**src/rtl/vga_timing_gen.sv**
```systemverilog
// vga_timing_gen: raster timing generator for a VGA-style display.
//
// Walks a pixel position (hpos, vpos) across an H_TOTAL x V_TOTAL raster, one
// step per clk edge with ce=1, and derives sync/blanking/marker strobes from it.
// Every output is a flop loaded from the *next* position, so all strobes line
// up with the hpos/vpos value presented in the same cycle.
//
// Ports:
//   clk          pixel clock
//   reset        synchronous, active-high
//   ce           pixel clock enable; all outputs hold while low
//   hsync        horizontal sync (asserted level set by SYNC_ACTIVE_LOW)
//   vsync        vertical sync   (asserted level set by SYNC_ACTIVE_LOW)
//   display_on   current position lies in the visible area
//   hpos, vpos   current pixel column / line (10 bits each)
//   line_start   hpos == 0
//   frame_start  hpos == 0 and vpos == 0
//   frame_count  frame index, 8 bits, wraps
//
// Build option:
//   VGA_TIMING_FRAME_COUNT_EN  when defined, frame_count counts frames;
//                              when undefined, frame_count is tied to 0 and
//                              no frame counter flops exist.
//
// Geometry limit: H_TOTAL and V_TOTAL must each be at most 1024.

module vga_timing_gen #(
  parameter int unsigned H_DISPLAY       = 640,
  parameter int unsigned H_FRONT         = 16,
  parameter int unsigned H_SYNC          = 96,
  parameter int unsigned H_BACK          = 48,
  parameter int unsigned V_DISPLAY       = 480,
  parameter int unsigned V_FRONT         = 10,
  parameter int unsigned V_SYNC          = 2,
  parameter int unsigned V_BACK          = 33,
  parameter bit          SYNC_ACTIVE_LOW = 1'b1
) (
  input  logic       clk,
  input  logic       reset,
  input  logic       ce,
  output logic       hsync,
  output logic       vsync,
  output logic       display_on,
  output logic [9:0] hpos,
  output logic [9:0] vpos,
  output logic       line_start,
  output logic       frame_start,
  output logic [7:0] frame_count
);

  localparam int unsigned POS_W   = 10;
  localparam int unsigned CMP_W   = POS_W + 1;
  localparam int unsigned H_TOTAL = H_DISPLAY + H_FRONT + H_SYNC + H_BACK;
  localparam int unsigned V_TOTAL = V_DISPLAY + V_FRONT + V_SYNC + V_BACK;

  localparam logic [POS_W-1:0] H_LAST = POS_W'(H_TOTAL - 1);
  localparam logic [POS_W-1:0] V_LAST = POS_W'(V_TOTAL - 1);

  // Region bounds kept one bit wider so an end bound of 1024 still compares correctly.
  localparam logic [CMP_W-1:0] H_DISP_END   = CMP_W'(H_DISPLAY);
  localparam logic [CMP_W-1:0] H_SYNC_BEGIN = CMP_W'(H_DISPLAY + H_FRONT);
  localparam logic [CMP_W-1:0] H_SYNC_END   = CMP_W'(H_DISPLAY + H_FRONT + H_SYNC);
  localparam logic [CMP_W-1:0] V_DISP_END   = CMP_W'(V_DISPLAY);
  localparam logic [CMP_W-1:0] V_SYNC_BEGIN = CMP_W'(V_DISPLAY + V_FRONT);
  localparam logic [CMP_W-1:0] V_SYNC_END   = CMP_W'(V_DISPLAY + V_FRONT + V_SYNC);

  localparam logic SYNC_ON  = SYNC_ACTIVE_LOW ? 1'b0 : 1'b1;
  localparam logic SYNC_OFF = ~SYNC_ON;

  logic [POS_W-1:0] h_next;
  logic [POS_W-1:0] v_next;
  logic             h_wrap;
  logic             v_wrap;
  logic             frame_wrap;
  logic             h_sync_act;
  logic             v_sync_act;
  logic             h_visible;
  logic             v_visible;

  // Next raster position and the decoded attributes of that position.
  always_comb begin
    h_wrap     = 1'b0;
    v_wrap     = 1'b0;
    frame_wrap = 1'b0;
    h_next     = hpos;
    v_next     = vpos;
    h_sync_act = 1'b0;
    v_sync_act = 1'b0;
    h_visible  = 1'b0;
    v_visible  = 1'b0;

    h_wrap     = (hpos == H_LAST);
    v_wrap     = (vpos == V_LAST);
    frame_wrap = h_wrap && v_wrap;

    if (h_wrap) begin
      h_next = '0;
      v_next = v_wrap ? '0 : vpos + POS_W'(1);
    end else begin
      h_next = hpos + POS_W'(1);
    end

    h_sync_act = ({1'b0, h_next} >= H_SYNC_BEGIN) && ({1'b0, h_next} < H_SYNC_END);
    v_sync_act = ({1'b0, v_next} >= V_SYNC_BEGIN) && ({1'b0, v_next} < V_SYNC_END);
    h_visible  = ({1'b0, h_next} < H_DISP_END);
    v_visible  = ({1'b0, v_next} < V_DISP_END);
  end

  // Position and strobe registers; reset parks on the last pixel of a frame
  // so the first enabled edge lands exactly on (0,0).
  always_ff @(posedge clk) begin
    if (reset) begin
      hpos        <= H_LAST;
      vpos        <= V_LAST;
      hsync       <= SYNC_OFF;
      vsync       <= SYNC_OFF;
      display_on  <= 1'b0;
      line_start  <= 1'b0;
      frame_start <= 1'b0;
    end else if (ce) begin
      hpos        <= h_next;
      vpos        <= v_next;
      hsync       <= h_sync_act ? SYNC_ON : SYNC_OFF;
      vsync       <= v_sync_act ? SYNC_ON : SYNC_OFF;
      display_on  <= h_visible && v_visible;
      line_start  <= h_wrap;
      frame_start <= frame_wrap;
    end
  end

`ifdef VGA_TIMING_FRAME_COUNT_EN
  logic [7:0] frame_q;

  // Frame index; resets to 8'hFF so the first frame after reset reads 0.
  always_ff @(posedge clk) begin
    if (reset) begin
      frame_q <= 8'hFF;
    end else if (ce && frame_wrap) begin
      frame_q <= frame_q + 8'd1;
    end
  end

  assign frame_count = frame_q;
`else
  assign frame_count = 8'd0;
`endif

endmodule
```
**config.mk**
```make
export PLATFORM = sky130hd
export DESIGN_NAME = vga_timing_gen
export DESIGN_NICKNAME = d
export VERILOG_FILES = /design/src/rtl/vga_timing_gen.sv
export SDC_FILE = /design/constraint.sdc
export NUM_CORES = 1
export LEC_CHECK = 0
export CORE_MARGIN = 3
export CORE_UTILIZATION = 45
export DETAILED_ROUTE_END_ITERATION = 8
export PLACE_DENSITY = 0.73
export SETUP_SLACK_MARGIN = 0.4
export SYNTH_ARGS = -nofsm -noshare
export SYNTH_HDL_FRONTEND = slang
export SYNTH_SLANG_ARGS = --single-unit
```
**constraint.sdc**
```tcl
create_clock -name clk -period 5.75 [get_ports clk]
set_clock_uncertainty 0.1 [all_clocks]
set_input_delay 1.15 -clock clk [delete_from_list [all_inputs] [get_ports clk]]
set_output_delay 1.15 -clock clk [all_outputs]
set_load 0.02 [all_outputs]
```
==> results of run 1 <==
==> power groups by stage <==
stage               Combinational, W  Sequential (W)  Clock [W]
floorplan                   0.000107        0.000225          0
global placement            0.000160        0.000216          0
detailed placement          0.000160        0.000216          0
CTS                         0.000161        0.000212  0.0000871
global route                0.000180        0.000216  0.0000937
finish                      0.000161        0.000212  0.0000845
==> final timing paths <==
path	end	slack, ns	cells past startpoint
worst max register to register	vsync	3.19	7
worst max-delay path	hpos[7]	2.75	4
worst min-delay path	line_start	0.39	2
worst min register to register	line_start	0.39	2
==> layer usage <==
layer	vias up	global-route usage
li1	783	-
met1	678	0.2822
met2	54	0.2753
met3	0	0.03077
met4	0	0.04663
met5	-	0
==> area by class of cell <==
class | instances | area, sq um
Sequential cell | 25 | 500.5
Multi-Input combinational cell | 164 | 993.5
Clock buffer | 3 | 22.52
Inverter | 5 | 18.77
Fill cell | 327 | 1519
Tap cell | 46 | 57.56
Timing Repair Buffer | 27 | 270.3
Clock inverter | 1 | 7.507
==> logic make-up after synthesis <==
kind of cell / synth area share
fa+ha+maj: 0.03125
flops: 0.3125
xor+xnor: 0.02188
other cells: 0.002342
compound gates: 0.2258
mux: 0.01250
buf+inv: 0.08359
simple gates: 0.3102
==> per-stage QoR <==
step / total power (W) / setup WS [ns] / util
final: 0.0004576 / 2.749 / 0.5519
after global routing: 0.0004899 / 2.516 / 0.5519
after detailed placement: 0.0003756 / 2.433 / 0.5430
after CTS: 0.0004597 / 2.788 / 0.5519
after floorplan: 0.0003318 / 3.507 / -
after global placement: 0.0003753 / 2.439 / 0.5430
==> worst min-delay path: stages, from the launching register on <==
cell                       delay (ns)
sky130_fd_sc_hd__dfxtp_1         0.34
sky130_fd_sc_hd__nand2b_1        0.06
sky130_fd_sc_hd__a21oi_1         0.06
==> sequential cells by signal, summed over array words and instances (netlist names) <==
signal / count
display_on: 1
frame_start: 1
hpos: 10
hsync: 1
line_start: 1
vpos: 10
vsync: 1
==> cell usage in the layout (no fill, tap or decap), types with 4 or more instances in the layout <==
cell,Yosys,final
sky130_fd_sc_hd__inv_1,5,5
sky130_fd_sc_hd__nor3_1,10,10
sky130_fd_sc_hd__clkdlybuf4s50_1,0,27
sky130_fd_sc_hd__dfxtp_1,25,25
sky130_fd_sc_hd__nand3_1,9,9
sky130_fd_sc_hd__ha_1,4,4
sky130_fd_sc_hd__nand3b_1,4,4
sky130_fd_sc_hd__a21oi_1,16,16
sky130_fd_sc_hd__nor2_1,19,19
sky130_fd_sc_hd__nand2_1,17,17
sky130_fd_sc_hd__conb_1,1,8
sky130_fd_sc_hd__and3_1,7,7
sky130_fd_sc_hd__o21ai_0,16,16
sky130_fd_sc_hd__nand4_1,4,4
==> run summary, run 1 <==
=================================================================================
Fraction of synthesized cell area taken by the top area cell type          0.3125
Top cell type by total area after synthesis                          sky130_fd_sc_hd__dfxtp_1
Unrepaired setup endpoints after global routing                             false
Final weighted congestion of routability-driven global placement           0.8665
DR vias                                                                      1515
Hold violation total from the final report                                      0
Sequential-to-total area share from yosys stat                             0.3125
Portion of total power attributed to sequential cells                       0.464
Power share of the combinational group                                      0.351
Clock tree from TritonCTS                                                   built
Remaining antenna violation count after routing                                 0
Maximum buffer depth of the clock tree                                          2
Count of unique library cells instantiated by Yosys                            52
Worst hold slack after final layout                                     0.3900 ns
Most frequent cells after synthesis                                  sky130_fd_sc_hd__dfxtp_1 (25), sky130_fd_sc_hd__nor2_1 (19), sky130_fd_sc_hd__nand2_1 (17)
Routed length on met2                                                     1695 um
Top cells by area, synth                                             sky130_fd_sc_hd__dfxtp_1 (31%), sky130_fd_sc_hd__a21oi_1 (5.0%), sky130_fd_sc_hd__o21ai_0 (5.0%)
Fraction of final layout cells with drive strength greater than 1         0.04000
Startpoint of the worst-slack reg-to-reg timing path                      hpos[0]
Count of buffers added by post-CTS timing repair for setup                      0
Startpoint of the tightest hold check path                             line_start
Type of the setup path with the least slack                                in2reg
Most used flip-flop cell after synthesis                             sky130_fd_sc_hd__dfxtp_1
Synthesized cell area                                                0.001602 sq mm
Final worst path period need                                             3.001 ns
Max Clock Freq                                                         0.3333 GHz
Launch point of the worst path                                                 ce
Via density per instance                                                    5.590
Endpoint kind of the worst setup timing path                            flip-flop
Number of synthesis warnings                                                    0
Synthesized instance count                                                    205
Vias in the first global route                                               1308
Final slew viol count                                                           0
Congestion Overflow GR                                                          0
Crit path arrival time                                                    3.17 ns
Placed cell areas                                                    0.001841 sq mm
Cell at the root of the clock tree                                   sky130_fd_sc_hd__clkbuf_4
Remaining max-slew budget at the tightest pin                              0.3878
Area of the placeable core                                           0.003390 sq mm
Switching fraction of total power                                          0.3855
Leakage                                                                 0.6935 nW
Diodes inserted                                                                 0
Routed length per instance                                               13.80 um
Master of the slowest instance on the critical path                  sky130_fd_sc_hd__clkdlybuf4s50_1
Number of synthesized flops with an enable pin                                  0
Initial antenna violation count                                                 0
I/O pins                                                                       36
GR Util All Layers                                                         0.1882
Top routing layer in use                                                     met3
CTS H-tree lvls                                                                 1
Largest stage delay, worst path                                           1.07 ns
Largest voltage drop on the vdd net                                   0.0002133 V
Number of nets at the end of the flow                                         233
Tcrit/Tclk final                                                           0.5218
Mean instance size in the synthesized netlist                         7.812 sq um
Internal                                                              0.0002812 W
Worst Path Buf+Inv                                                              2
Die outline height                                                       65.66 um
Wire length after detailed routing                                        3739 um
Count of port buffers added during placement                                   27
Amount of wire on met3 after detailed routing                              199 um
Setup Viol. Count Final                                                         0
Power density over the cells                                         244.6 mW/mm^2
Finished Layout Cells                                                         271
Inserted Clock Buffers                                                          3
Summed negative setup slack over all endpoints                               0 ns
Crit start category                                                    input port
Pin count of the biggest net entering global routing                           28
Post-synth ARST share                                                           0
Kind of path behind the tightest hold check                               reg2reg
Insertion delay to the later sink of the worst-skew pair                  0.33 ns
First drt pass iteration count                                                  4
Width of the chip                                                        65.66 um
Share of total power in the clock network                                   0.185
Max-cap check violation count                                                   0
Critical Path Fanout Max                                                       27
Total non-filler cell area in the finished layout                    0.001871 sq mm
Run status                                                           finished clean
Post-Route M1 WL                                                          1843 um
Resized cells post-CTS                                                          0
Register clock-pin slew on the reported worst setup and hold paths        0.15 ns
Wire length of the first global-routing pass                              6410 um
Net switching power                                                   0.0001764 W
Starting DRC count in detailed routing                                         85
Cell class contributing the biggest share of worst-path delay        buffers and inverters
Critical path required time                                               5.92 ns
Detail Placement HPWL                                                     2564 um
DP Cell Count                                                                 267
Num Clock Sinks                                                                25
Most common cell in the synthesized netlist                          sky130_fd_sc_hd__dfxtp_1
Initial Util                                                               0.4725
Register bit total from synthesis                                              25
Area of the die                                                      0.004311 sq mm
Floorplan row count                                                            21
Area added between synthesis and finish                                    16.80%
Post-route DRC                                                                  0
Total of hold buffers inserted after clock tree synthesis                       0
Critical path cell sequence                                          clkdlybuf4s50_1 -> inv_1 -> or3_1 -> a21oi_1
Worst Max-Slew Pin Slew                                                 0.9154 ns
=================================================================================
Note: power is estimated with default switching activity, not from simulation.
==> run 2: changes to the inputs <==
==> constraint.sdc (replaced) <==
create_clock -name clk -period 3 [get_ports clk]
set_clock_uncertainty 0.1 [all_clocks]
set_input_delay 0.6 -clock clk [delete_from_list [all_inputs] [get_ports clk]]
set_output_delay 0.6 -clock clk [all_outputs]
set_load 0.02 [all_outputs]
==> run summary, run 2 (same netlist as run 1, synthesis figures left out) <==
=====================================================================================
Run status                                                               finished clean
CTS H-tree lvls                                                                     1   unchanged
Area of the placeable core                                               0.003390 sq mm   unchanged
Num Clock Sinks                                                                    25   unchanged
Kind of path behind the tightest hold check                                   reg2reg
Insertion delay to the later sink of the worst-skew pair                      0.33 ns   about the same
Most frequent standard cell in the layout excluding fill and tap cells   sky130_fd_sc_hd__clkdlybuf4s50_1
Wire length after detailed routing                                            3837 um   +2.6%
Total of hold buffers inserted after clock tree synthesis                           0   unchanged
Worst hold slack after final layout                                         0.3980 ns   +0.007979 ns
Die outline height                                                           65.66 um   unchanged
R2r endpoint                                                                  vpos[3]
First drt pass iteration count                                                      4   unchanged
Endpoint kind of the worst setup timing path                                flip-flop
Pin count of the biggest net entering global routing                               15   -46%
Final weighted congestion of routability-driven global placement               0.9603   +11%
Number of nets at the end of the flow                                             237   +1.7%
Largest voltage drop on the vdd net                                       0.0001965 V   -7.9%
Switching fraction of total power                                              0.3875   +0.001944
Crit start category                                                         flip-flop
Starting DRC count in detailed routing                                            138   +62%
Summed negative setup slack over all endpoints                                   0 ns   unchanged
Cell at the root of the clock tree                                       sky130_fd_sc_hd__clkbuf_4
Unrepaired setup endpoints after global routing                                 false
Power share of the combinational group                                          0.361   +0.010
Clock tree from TritonCTS                                                       built
Routed length per instance                                                   13.95 um   +1.1%
Final worst path period need                                                 2.421 ns
Wire length of the first global-routing pass                                  6237 um   -2.7%
Worst Max-Slew Pin Slew                                                     0.6066 ns   -0.3088 ns
Startpoint of the worst-slack reg-to-reg timing path                          hpos[1]
Count of port buffers added during placement                                       27   unchanged
Hold depth                                                                          2   unchanged
Crit path arrival time                                                        2.56 ns   -0.61 ns
Floorplan row count                                                                21   unchanged
Hold violation total from the final report                                          0   unchanged
Final-layout fill cell count                                                      328   +0.31%
Registers with the most flip-flops                                       hpos: 10 flops, vpos: 10 flops
Initial antenna violation count                                                     0   unchanged
Setup Viol. Count Final                                                             0   unchanged
Critical path required time                                                   3.13 ns   -2.79 ns
Maximum buffer depth of the clock tree                                              2   unchanged
Type of the setup path with the least slack                                   reg2reg
Leakage                                                                     0.7157 nW   +3.2%
Count of buffers added by post-CTS timing repair for setup                          0   unchanged
Initial Util                                                                   0.4725   unchanged
Startpoint of the tightest hold check path                                 line_start
Diodes inserted                                                                     0   unchanged
Congestion Overflow GR                                                              0   unchanged
Power density over the cells                                             466.9 mW/mm^2   +91%
Footprint of the multi-input gates                                        997.2 sq um   +0.38%
Endpoint of the worst hold path                                            line_start
Critical Path Fanout Max                                                            9   -67%
Tcrit/Tclk final                                                               0.8071
Area of the die                                                          0.004311 sq mm   unchanged
Internal                                                                  0.0005442 W   +94%
Share of total power in the clock network                                       0.182   -0.003
Area added between synthesis and finish                                        18.83%
Width of the chip                                                            65.66 um   unchanged
Sequential cell area                                                      501.7 sq um   +0.25%
Portion of total power attributed to sequential cells                           0.457   -0.007
Pre-CTS WS                                                                  0.5844 ns   -1.849 ns
Net switching power                                                       0.0003443 W   +95%
GR Util All Layers                                                             0.1812   -0.006967
Max Clock Freq                                                             0.4130 GHz
Via density per instance                                                        5.851   +4.7%
Detail Placement HPWL                                                         2808 um   +9.5%
Final slew viol count                                                               0   unchanged
Count of cells along the worst register-to-register path                            6   -1
Commonest non-fill, non-tap cells in the layout                          sky130_fd_sc_hd__clkdlybuf4s50_1 (27), sky130_fd_sc_hd__dfxtp_1 (24), sky130_fd_sc_hd__nor2_1 (19)
Remaining antenna violation count after routing                                     0   unchanged
Register clock-pin slew on the reported worst setup and hold paths            0.15 ns   about the same
DR vias                                                                          1609   +6.2%
I/O pins                                                                           36   unchanged
Post-layout total power                                                   0.0008885 W   +94%
Resized cells post-CTS                                                              0   unchanged
Remaining max-slew budget at the tightest pin                                  0.5913   +0.2035
Post-route DRC                                                                      0   unchanged
Worst path setup slack after routing                                        0.5786 ns   -2.171 ns
Max-cap check violation count                                                       0   unchanged
Vias in the first global route                                                   1273   -2.7%
Fraction of final layout cells with drive strength greater than 1             0.06114   +0.02114
Inserted Clock Buffers                                                              3   unchanged
Worst-case register-to-register setup slack                                   0.58 ns   -2.61 ns
=====================================================================================
==> run 2: changes by cell type in the layout (fill, tap and decap cells not counted), sizes merged <==
cell / change
buf: +4
clkinv: +1
clkinvlp: -1
==> run 2: worst max-delay path: stages, from the launching register on <==
cell and delay (ns):
sky130_fd_sc_hd__dfxtp_1 0.47, sky130_fd_sc_hd__ha_1 0.26, sky130_fd_sc_hd__and4_1 0.29, sky130_fd_sc_hd__nand3_2 0.17
sky130_fd_sc_hd__nor2_1 0.52, sky130_fd_sc_hd__o21ai_1 0.15, sky130_fd_sc_hd__a221o_1 0.35
==> run 2: power by group through the flow <==
stage          sequential, W  clock (W)  combinational [W]
2_1_floorplan       0.000431          0           0.000205
3_3_place_gp        0.000412          0           0.000313
3_5_place_dp        0.000412          0           0.000315
4_1_cts             0.000405   0.000164           0.000316
5_1_grt             0.000412   0.000178           0.000351
6_report            0.000406   0.000162           0.000321
==> run 2: cell type report <==
type	instances	area share
clock inverter	1	0.002630
clock buffer	3	0.01183
inverter	5	0.009862
multi-input combinational	164	0.5240
sequential	25	0.2636
tap	46	0.03024
timing repair buffer	31	0.1578
==> run 2: worst max-delay path by stage <==
stage             from  endpoint  cells after the start
2_1_floorplan  hpos[0]     vsync                      7
3_3_place_gp   hpos[0]     vsync                      7
3_5_place_dp   hpos[0]     vsync                      7
4_1_cts        hpos[0]     vsync                      7
5_1_grt        hpos[1]   vpos[3]                      6
6_report       hpos[1]   vpos[3]                      6
==> run 2: per-stage QoR <==
step	area (sq um)	util	std cells
after floorplan	1628	-	212
after global placement	1871	0.5519	271
after detailed placement	1871	0.5519	271
after CTS	1898	0.5600	275
after global routing	1903	0.5615	275
final	1903	0.5615	275
==> run 2: routing by layer <==
| metal | GRT usage | vias to the layer above | routed length [um] | share of wire |
|---|---|---|---|---|
| met1 | 0.2793 | 764 | 1875 | 0.49 |
| met4 | 0.07254 | 0 | 59 | 0.015 |
| met2 | 0.2541 | 57 | 1695 | 0.44 |
| met3 | 0.01538 | 5 | 207 | 0.054 |
| li1 | - | 783 | - | - |
| met5 | 0 | - | 0 | 0 |
==> run 3: changes to the inputs <==
--- a/config.mk
+++ b/config.mk
@@ -8,7 +8,7 @@
 export CORE_MARGIN = 3
 export CORE_UTILIZATION = 45
 export DETAILED_ROUTE_END_ITERATION = 8
-export PLACE_DENSITY = 0.73
+export PLACE_DENSITY = 0.75
 export SETUP_SLACK_MARGIN = 0.4
 export SYNTH_ARGS = -nofsm -noshare
 export SYNTH_HDL_FRONTEND = slang
==> constraint.sdc (replaced) <==
create_clock -name clk -period 2.15 [get_ports clk]
set_clock_uncertainty 0.1 [all_clocks]
set_input_delay 0.43 -clock clk [delete_from_list [all_inputs] [get_ports clk]]
set_output_delay 0.43 -clock clk [all_outputs]
set_load 0.02 [all_outputs]
==> run summary, run 3 (same netlist as run 1, synthesis figures left out) <==
=====================================================================================
Post-route DRC                                                                      0   unchanged
Portion of total power attributed to sequential cells                           0.366   -0.091
Setup Viol. Count Final                                                             0   unchanged
Final weighted congestion of routability-driven global placement               0.9150   -4.7%
Crit path arrival time                                                        2.12 ns   -0.44 ns
Post-layout total power                                                    0.001529 W   +72%
Most frequent standard cell in the layout excluding fill and tap cells   sky130_fd_sc_hd__buf_4
Type of the setup path with the least slack                                   reg2reg
Crit start category                                                         flip-flop
Commonest non-fill, non-tap cells in the layout                          sky130_fd_sc_hd__buf_4 (27), sky130_fd_sc_hd__dlygate4sd2_1 (19), sky130_fd_sc_hd__nor2_1 (17)
Footprint of the multi-input gates                                       0.001140 sq mm   +14%
Total of hold buffers inserted after clock tree synthesis                           0   unchanged
Area of the die                                                          0.004311 sq mm   unchanged
Kind of path behind the tightest hold check                                   reg2reg
Width of the chip                                                            65.66 um   unchanged
Wire length after detailed routing                                            4837 um   +26%
Power share of the combinational group                                          0.488   +0.127
Register clock-pin slew on the reported worst setup and hold paths            0.15 ns   about the same
Routed length per instance                                                   15.60 um   +12%
Remaining antenna violation count after routing                                     0   unchanged
Floorplan row count                                                                21   unchanged
Fraction of final layout cells with drive strength greater than 1              0.3409   +0.2798
Via density per instance                                                        5.765   -1.5%
Initial antenna violation count                                                     0   unchanged
Initial Util                                                                   0.4725   unchanged
Leakage                                                                     0.9866 nW   +38%
Unrepaired setup endpoints after global routing                                  true
Clock tree from TritonCTS                                                       built
Switching fraction of total power                                              0.3868   -0.0006576
Cell at the root of the clock tree                                       sky130_fd_sc_hd__clkbuf_4
Critical path cell sequence                                              ha_4 -> and4_4 -> and3_4 -> and2_4 -> or4b_4 -> a21oi_2 -> a41oi_1
Net switching power                                                       0.0005915 W   +72%
Internal                                                                  0.0009377 W   +72%
Final-layout fill cell count                                                      251   -23%
Count of port buffers added during placement                                       27   unchanged
Worst Path Buf+Inv                                                                  0   unchanged
Wire length of the first global-routing pass                                  7638 um   +22%
Area added between synthesis and finish                                        47.03%
DR vias                                                                          1787   +11%
Final worst path period need                                                 2.004 ns   -0.4171 ns
Cell class contributing the biggest share of worst-path delay            simple AND/OR/NAND/NOR gates
Power density over the cells                                             649.4 mW/mm^2   +39%
I/O pins                                                                           36   unchanged
Final slew viol count                                                               0   unchanged
Number of nets at the end of the flow                                             272   +15%
Tcrit/Tclk final                                                               0.9322   +0.1251
First drt pass iteration count                                                      5   +1
Sequential cell area                                                      530.5 sq um   +5.7%
Count of cells along the worst register-to-register path                            7   +1
Hold violation total from the final report                                          0   unchanged
Pin count of the biggest net entering global routing                               15   unchanged
Max Clock Freq                                                             0.4989 GHz   +21%
Congestion Overflow GR                                                              0   unchanged
Largest voltage drop on the vdd net                                       0.0003514 V   +79%
CTS H-tree lvls                                                                     1   unchanged
Area of the placeable core                                               0.003390 sq mm   unchanged
Num Clock Sinks                                                                    25   unchanged
Share of total power in the clock network                                       0.147   -0.035
Registers with the most flip-flops                                       hpos: 10 flops, vpos: 10 flops
Hold depth                                                                          2   unchanged
Starting DRC count in detailed routing                                            169   +22%
Instance count on the critical path                                                 7   +1
Critical path required time                                                   2.27 ns   -0.86 ns
Vias in the first global route                                                   1619   +27%
Endpoint kind of the worst setup timing path                                flip-flop
Summed negative setup slack over all endpoints                                   0 ns   unchanged
Insertion delay to the later sink of the worst-skew pair                      0.33 ns   about the same
Critical Path Fanout Max                                                            5   -4
Diodes inserted                                                                     0   unchanged
Inserted Clock Buffers                                                              3   unchanged
Max-cap check violation count                                                       0   unchanged
Master of the slowest instance on the critical path                      sky130_fd_sc_hd__or4b_4
Die outline height                                                           65.66 um   unchanged
Maximum buffer depth of the clock tree                                              2   unchanged
Largest stage delay, worst path                                               0.48 ns   -0.04 ns
Detail Placement HPWL                                                         2959 um   +5.4%
Run status                                                               finished clean
GR Util All Layers                                                             0.2235   +0.04225
=====================================================================================
==> run 3: per-layer routing <==
| metal | global-route usage | share of wire | up-vias |
|---|---|---|---|
| met5 | 0 | 0 | - |
| met4 | 0.07254 | 0.015 | 0 |
| met3 | 0.02906 | 0.062 | 9 |
| met2 | 0.3554 | 0.48 | 97 |
| met1 | 0.3099 | 0.44 | 824 |
| li1 | - | - | 857 |
==> run 3: cell type report <==
class | count | share of cell area
Tap cell | 46 | 0.02444
Sequential cell | 25 | 0.2253
Clock buffer | 3 | 0.009564
Inverter | 5 | 0.007970
Timing Repair Buffer | 66 | 0.2465
Clock inverter | 1 | 0.002125
Multi-Input combinational cell | 164 | 0.4841
==> run 3: what timing repair did <==
item,CTS,global route
setup endpoints to repair,38,29
buffers inserted,17,8
gates resized for setup,53,30
pin swaps,13,13
==> run 3: worst register-to-register path: cells and delay by family (launching register included) <==
| kind | cells | cell delay (ns) |
|---|---|---|
| fa+ha+maj | 1 | 0.16 |
| compound gates | 2 | 0.23 |
| simple gates | 4 | 1.02 |
| flops | 1 | 0.39 |
==> run 3: through the flow <==
step | cell area [sq um] | util | cells | hold WS [ns] | setup slack [ns]
after floorplan | 1690 | - | 212 | 0.4208 | 0.1418
after global placement | 2006 | 0.5917 | 281 | 0.3648 | 0.1191
after detailed placement | 2006 | 0.5917 | 281 | 0.3852 | 0.08151
after CTS | 2215 | 0.6534 | 302 | 0.4075 | 0.1597
after global routing | 2355 | 0.6947 | 310 | 0.4268 | 0.05873
final | 2355 | 0.6947 | 310 | 0.4048 | 0.1457
==> run 3: worst paths after layout <==
path | to | slack [ns] | start
worst min-delay path | line_start | 0.40 | line_start
worst max register to register | vsync | 0.15 | hpos[1]
worst min register to register | line_start | 0.40 | line_start
worst max-delay path | vsync | 0.15 | hpos[1]
==> run 3: power groups by stage <==
stage               registers, W  clock network, W  logic [W]
global placement        0.000565                 0   0.000513
floorplan               0.000605                 0   0.000315
finish                  0.000559          0.000224   0.000746
global route            0.000566          0.000251   0.000796
CTS                     0.000553          0.000230   0.000663
detailed placement      0.000566                 0   0.000515
==> patch 1: new RTL, flow settings as in run 2 <==
Add a define of `VGA_TIMING_FRAME_COUNT_EN`.
--- a/src/rtl/vga_timing_gen.sv
+++ b/src/rtl/vga_timing_gen.sv
@@ -23,6 +23,8 @@
 //                              no frame counter flops exist.
 //
 // Geometry limit: H_TOTAL and V_TOTAL must each be at most 1024.
+
+`define VGA_TIMING_FRAME_COUNT_EN
 
 module vga_timing_gen #(
   parameter int unsigned H_DISPLAY       = 640,
Function: changed (a bounded check fails within 4 cycles, from zero or initial values and one cycle with reset high).
==> patch 1 against run 2 <==
- final area rose by 26%
- count of clock-buffer cells in the layout rose by 4
- setup slack worse by 0.062 ns
- sequential cell count up 8
- synthesized area rose by 15%
- total power grew 65%
- critical path depth unchanged
- wire length increased by 22%
- critical path type unchanged
- critical endpoint is now vsync
- highest routed layer unchanged
==> patch 1: results (changes against run 2) <==
* Status: finished clean (unchanged)
* Ranking of synthesized cells by area: dfxtp_1 36%, nor2_1 4.9%, nand2_1 4.7%, a21oi_1 4.1%, o21ai_0 4.1% (was dfxtp_1 31%, a21oi_1 5.0%, o21ai_0 5.0%, nor2_1 4.5%, nand2_1 4.0%)
* IO buf count at 35 (was 27)
* Hold Path Origin: frame_count[7] (was line_start)
* Non-clock buffer share at 0.183 (was 0.158)
* Cts bufs inserted at 5 (was 3)
* Worst setup path start: hpos[5] (was hpos[1])
* NumNets Final at 281 (was 237)
* Inverters at 9 (was 5)
* Clock Power Share at 0.296 (was 0.182)
* Vias in the first global route at 1613 (was 1273)
* Syn_area_per_cell at 7.99 um2 (was 7.81 um2)
* Global Route Usage Sum at 0.189 (was 0.181)
* Share of layout cells above drive strength 1 at 0.0985 (was 0.0611)
* Largest net degree at the start of global routing at 16 (was 15)
* Compound-cell area share of the yosys netlist at 0.177 (was 0.226)
* Via count at 1810 (was 1609)
* Clock network area share at 0.0485 (was 0.0145)
* Final HPWL DP at 3310 um (was 2810 um)
* Hold EP: frame_count[7] (was line_start)
* CTS H-tree lvls at 2 (was 1)
* Peak VDD IR at 0.322 mV (was 0.197 mV)
* Non-Filler Instances at 322 (was 275)
* Placed Cells incl. Taps at 311 (was 271)
* R2r setup slk at 0.52 ns (was 0.58 ns)
* Synth top cells by count: 33 x dfxtp_1, 24 x nor2_1, 23 x nand2_1 (was 25 x dfxtp_1, 19 x nor2_1, 17 x nand2_1)
* Int Pwr at 0.000983 W (was 0.000544 W)
* Worst skew pair latency at 0.28 ns (was 0.33 ns)
* Fraction of area in registers at 0.275 (was 0.264)
* Routability congestion estimate at 0.889 (was 0.960)
* Static Leak at 0.904 nW (was 0.716 nW)
* Seq/Total Area, Yosys at 0.359 (was 0.313)
* Mux cell area share after synthesis at 0.0163 (was 0.0125)
* Reg2reg end: vsync (was vpos[3])
* Seq Cell Count at 33 (was 25)
* Cell variety after synth at 47 (was 52)
* Xor/xnor share of the synthesized area at 0.0660 (was 0.0219)
* Root Buffer: clkbuf_8 (was clkbuf_4)
* # fillers at 348 (was 328)
* Combinational Power at 0.000488 W (was 0.000321 W)
* Multi-In Gates at 177 (was 164)
* CLK BUF at 7 (was 3)
* WP data arrival at 2.55 ns (was 2.56 ns)
* Worst slew margin at 0.671 (was 0.591)
* Routed len/inst at 14.5 um (was 14.0 um)
## patch 1: metrics by stage
step,worst slack (ns),hold slack [ns],instance area [um2],utilization
6_report,0.517,0.396,2400,0.632
5_1_grt,0.456,0.416,2400,0.632
4_1_cts,0.485,0.401,2380,0.626
3_5_place_dp,0.399,0.384,2260,0.595
3_3_place_gp,0.378,0.373,2260,0.595
2_1_floorplan,0.495,0.452,1840,-
## patch 1: routing by layer
metal  GRT usage  wire length (um)  vias to the layer above
li1            -                 -                      912
met1       0.284              2280                      835
met2       0.272              2120                       58
met3      0.0446               250                        5
met4      0.0426                29                        0
met5           0                 0                        -
## patch 1: what timing repair did
item | CTS | global route
endpoints found under the setup margin | 3 | 8
gates resized for setup | 1 | 0
pin swaps | 0 | 1
setup buffers | 0 | 3
## patch 1: worst max-delay path, cell delays in order (launching register included)
cell     delay (ns)
dfxtp_1        0.39
or4b_4         0.60
or3_4          0.42
or3_4          0.35
xnor2_2        0.15
nor4_1         0.26
o21ai_1        0.10
==> patch 2: new RTL, flow settings as in run 2 <==
Made on the original files. Register the output `hpos` once more, without a reset; this adds one clock of latency there. The other outputs are not delayed to match. Comments in the files are not updated.
--- a/src/rtl/vga_timing_gen.sv
+++ b/src/rtl/vga_timing_gen.sv
@@ -67,6 +67,8 @@
   localparam logic SYNC_ON  = SYNC_ACTIVE_LOW ? 1'b0 : 1'b1;
   localparam logic SYNC_OFF = ~SYNC_ON;
 
+  logic [9:0] hpos_s0;
+
   logic [POS_W-1:0] h_next;
   logic [POS_W-1:0] v_next;
   logic             h_wrap;
@@ -82,14 +84,14 @@
     h_wrap     = 1'b0;
     v_wrap     = 1'b0;
     frame_wrap = 1'b0;
-    h_next     = hpos;
+    h_next     = hpos_s0;
     v_next     = vpos;
     h_sync_act = 1'b0;
     v_sync_act = 1'b0;
     h_visible  = 1'b0;
     v_visible  = 1'b0;
 
-    h_wrap     = (hpos == H_LAST);
+    h_wrap     = (hpos_s0 == H_LAST);
     v_wrap     = (vpos == V_LAST);
     frame_wrap = h_wrap && v_wrap;
 
@@ -97,7 +99,7 @@
       h_next = '0;
       v_next = v_wrap ? '0 : vpos + POS_W'(1);
     end else begin
-      h_next = hpos + POS_W'(1);
+      h_next = hpos_s0 + POS_W'(1);
     end
 
     h_sync_act = ({1'b0, h_next} >= H_SYNC_BEGIN) && ({1'b0, h_next} < H_SYNC_END);
@@ -110,7 +112,7 @@
   // so the first enabled edge lands exactly on (0,0).
   always_ff @(posedge clk) begin
     if (reset) begin
-      hpos        <= H_LAST;
+      hpos_s0     <= H_LAST;
       vpos        <= V_LAST;
       hsync       <= SYNC_OFF;
       vsync       <= SYNC_OFF;
@@ -118,7 +120,7 @@
       line_start  <= 1'b0;
       frame_start <= 1'b0;
     end else if (ce) begin
-      hpos        <= h_next;
+      hpos_s0     <= h_next;
       vpos        <= v_next;
       hsync       <= h_sync_act ? SYNC_ON : SYNC_OFF;
       vsync       <= v_sync_act ? SYNC_ON : SYNC_OFF;
@@ -145,4 +147,8 @@
   assign frame_count = 8'd0;
 `endif
 
+  always_ff @(posedge clk) begin
+    hpos <= hpos_s0;
+  end
+
 endmodule
Behaviour: not the same (Yosys sat finds a counterexample within 4 cycles, from zero or initial values and one cycle with reset high).
==> patch 2 against run 2 <==
- final area increased by 21%
- synthesized area increased by 20%
- non-clock buffer count decreased by 1
- setup slack improved by 0.035 ns
- utilization increased by 0.62 points
- wire length increased by 17%
- total power increased by 70%
- sequential cell count increased by 10
- critical endpoint is now vsync
- largest power group unchanged
- highest routed layer unchanged
==> patch 2: results (changes against run 2) <==
* Share of layout cells above drive strength 1 at 0.0870 (was 0.0611)
* Tcrit/Tclk final at 0.795 (was 0.807)
* Critical R2R Launch: vpos[0] (was hpos[1])
* Met2 WL at 2100 um (was 1700 um)
* Pre-CTS setup slack at 0.533 ns (was 0.584 ns)
* Status: finished clean (unchanged)
* Crit-path max FO at 8 (was 9)
* Clock group power at 0.000508 W (was 0.000162 W)
* # fillers at 377 (was 328)
* Non-Filler Instances at 303 (was 275)
* Routed wire length at 4470 um (was 3840 um)
* Seq/Total Area, Yosys at 0.364 (was 0.313)
* Syn_area_per_cell at 8.26 um2 (was 7.81 um2)
* Final HPWL DP at 3190 um (was 2810 um)
* Hold EP: hpos[1] (was line_start)
* NumNets Final at 259 (was 237)
* Largest regs: hpos: 10 flops, hpos_s0: 10 flops, vpos: 10 flops (was hpos: 10 flops, vpos: 10 flops)
* Worst hold stages at 0 (was 2)
* CTS clk-pin slew, worst paths at 0.08 ns (was 0.15 ns)
* Die Area at 0.00510 mm2 (was 0.00431 mm2)
* Static Leak at 0.867 nW (was 0.716 nW)
* Multi-input gate area at 0.00108 mm2 (was 997 um2)
* Vias per inst at 5.78 (was 5.85)
* Reg2reg end: vsync (was vpos[3])
* Global Route Usage Sum at 0.185 (was 0.181)
* M1 WL at 2000 um (was 1880 um)
* Sequential power at 0.000576 W (was 0.000406 W)
* Crit-path max cell delay at 0.66 ns (was 0.52 ns)
patch 2: changes by cell type after synthesis, sizes merged, moves of 3 or more:
cell,change
a21oi,-4
and3,-5
clkbuf,+5
dfxtp,+10
inv,+4
nand2,+5
nand4,+3
nor4,+4
patch 2: area by class of cell:
class,count,share of cell area
inverter,9,0.0147
clock inverter,3,0.0293
timing repair buffer,30,0.127
multi-input combinational,171,0.468
clock buffer,5,0.0299
tap,50,0.0272
sequential,35,0.304
patch 2: kinds of logic (layout without fill, tap and decap cells):
group                      count (synthesis)  count (layout)  share of synthesized area
muxes                                      2               2                     0.0104
AOI/OAI and AO/OA                         57              57                      0.194
and+or+nand+nor                           94              94                      0.283
adders and majority gates                  4               4                     0.0260
xor gates and xnor gates                   6               6                     0.0273
DFF                                       35              35                      0.364
buffers and inverters                     34              47                     0.0936
other                                      1               8                    0.00195
patch 2: timing repair:
action / in CTS / in global routing
setup endpoints to repair: 0 / 2
hold buffers: 0 / 0
gates resized for setup: 0 / 2
endpoints found under the hold margin: 0 / 0
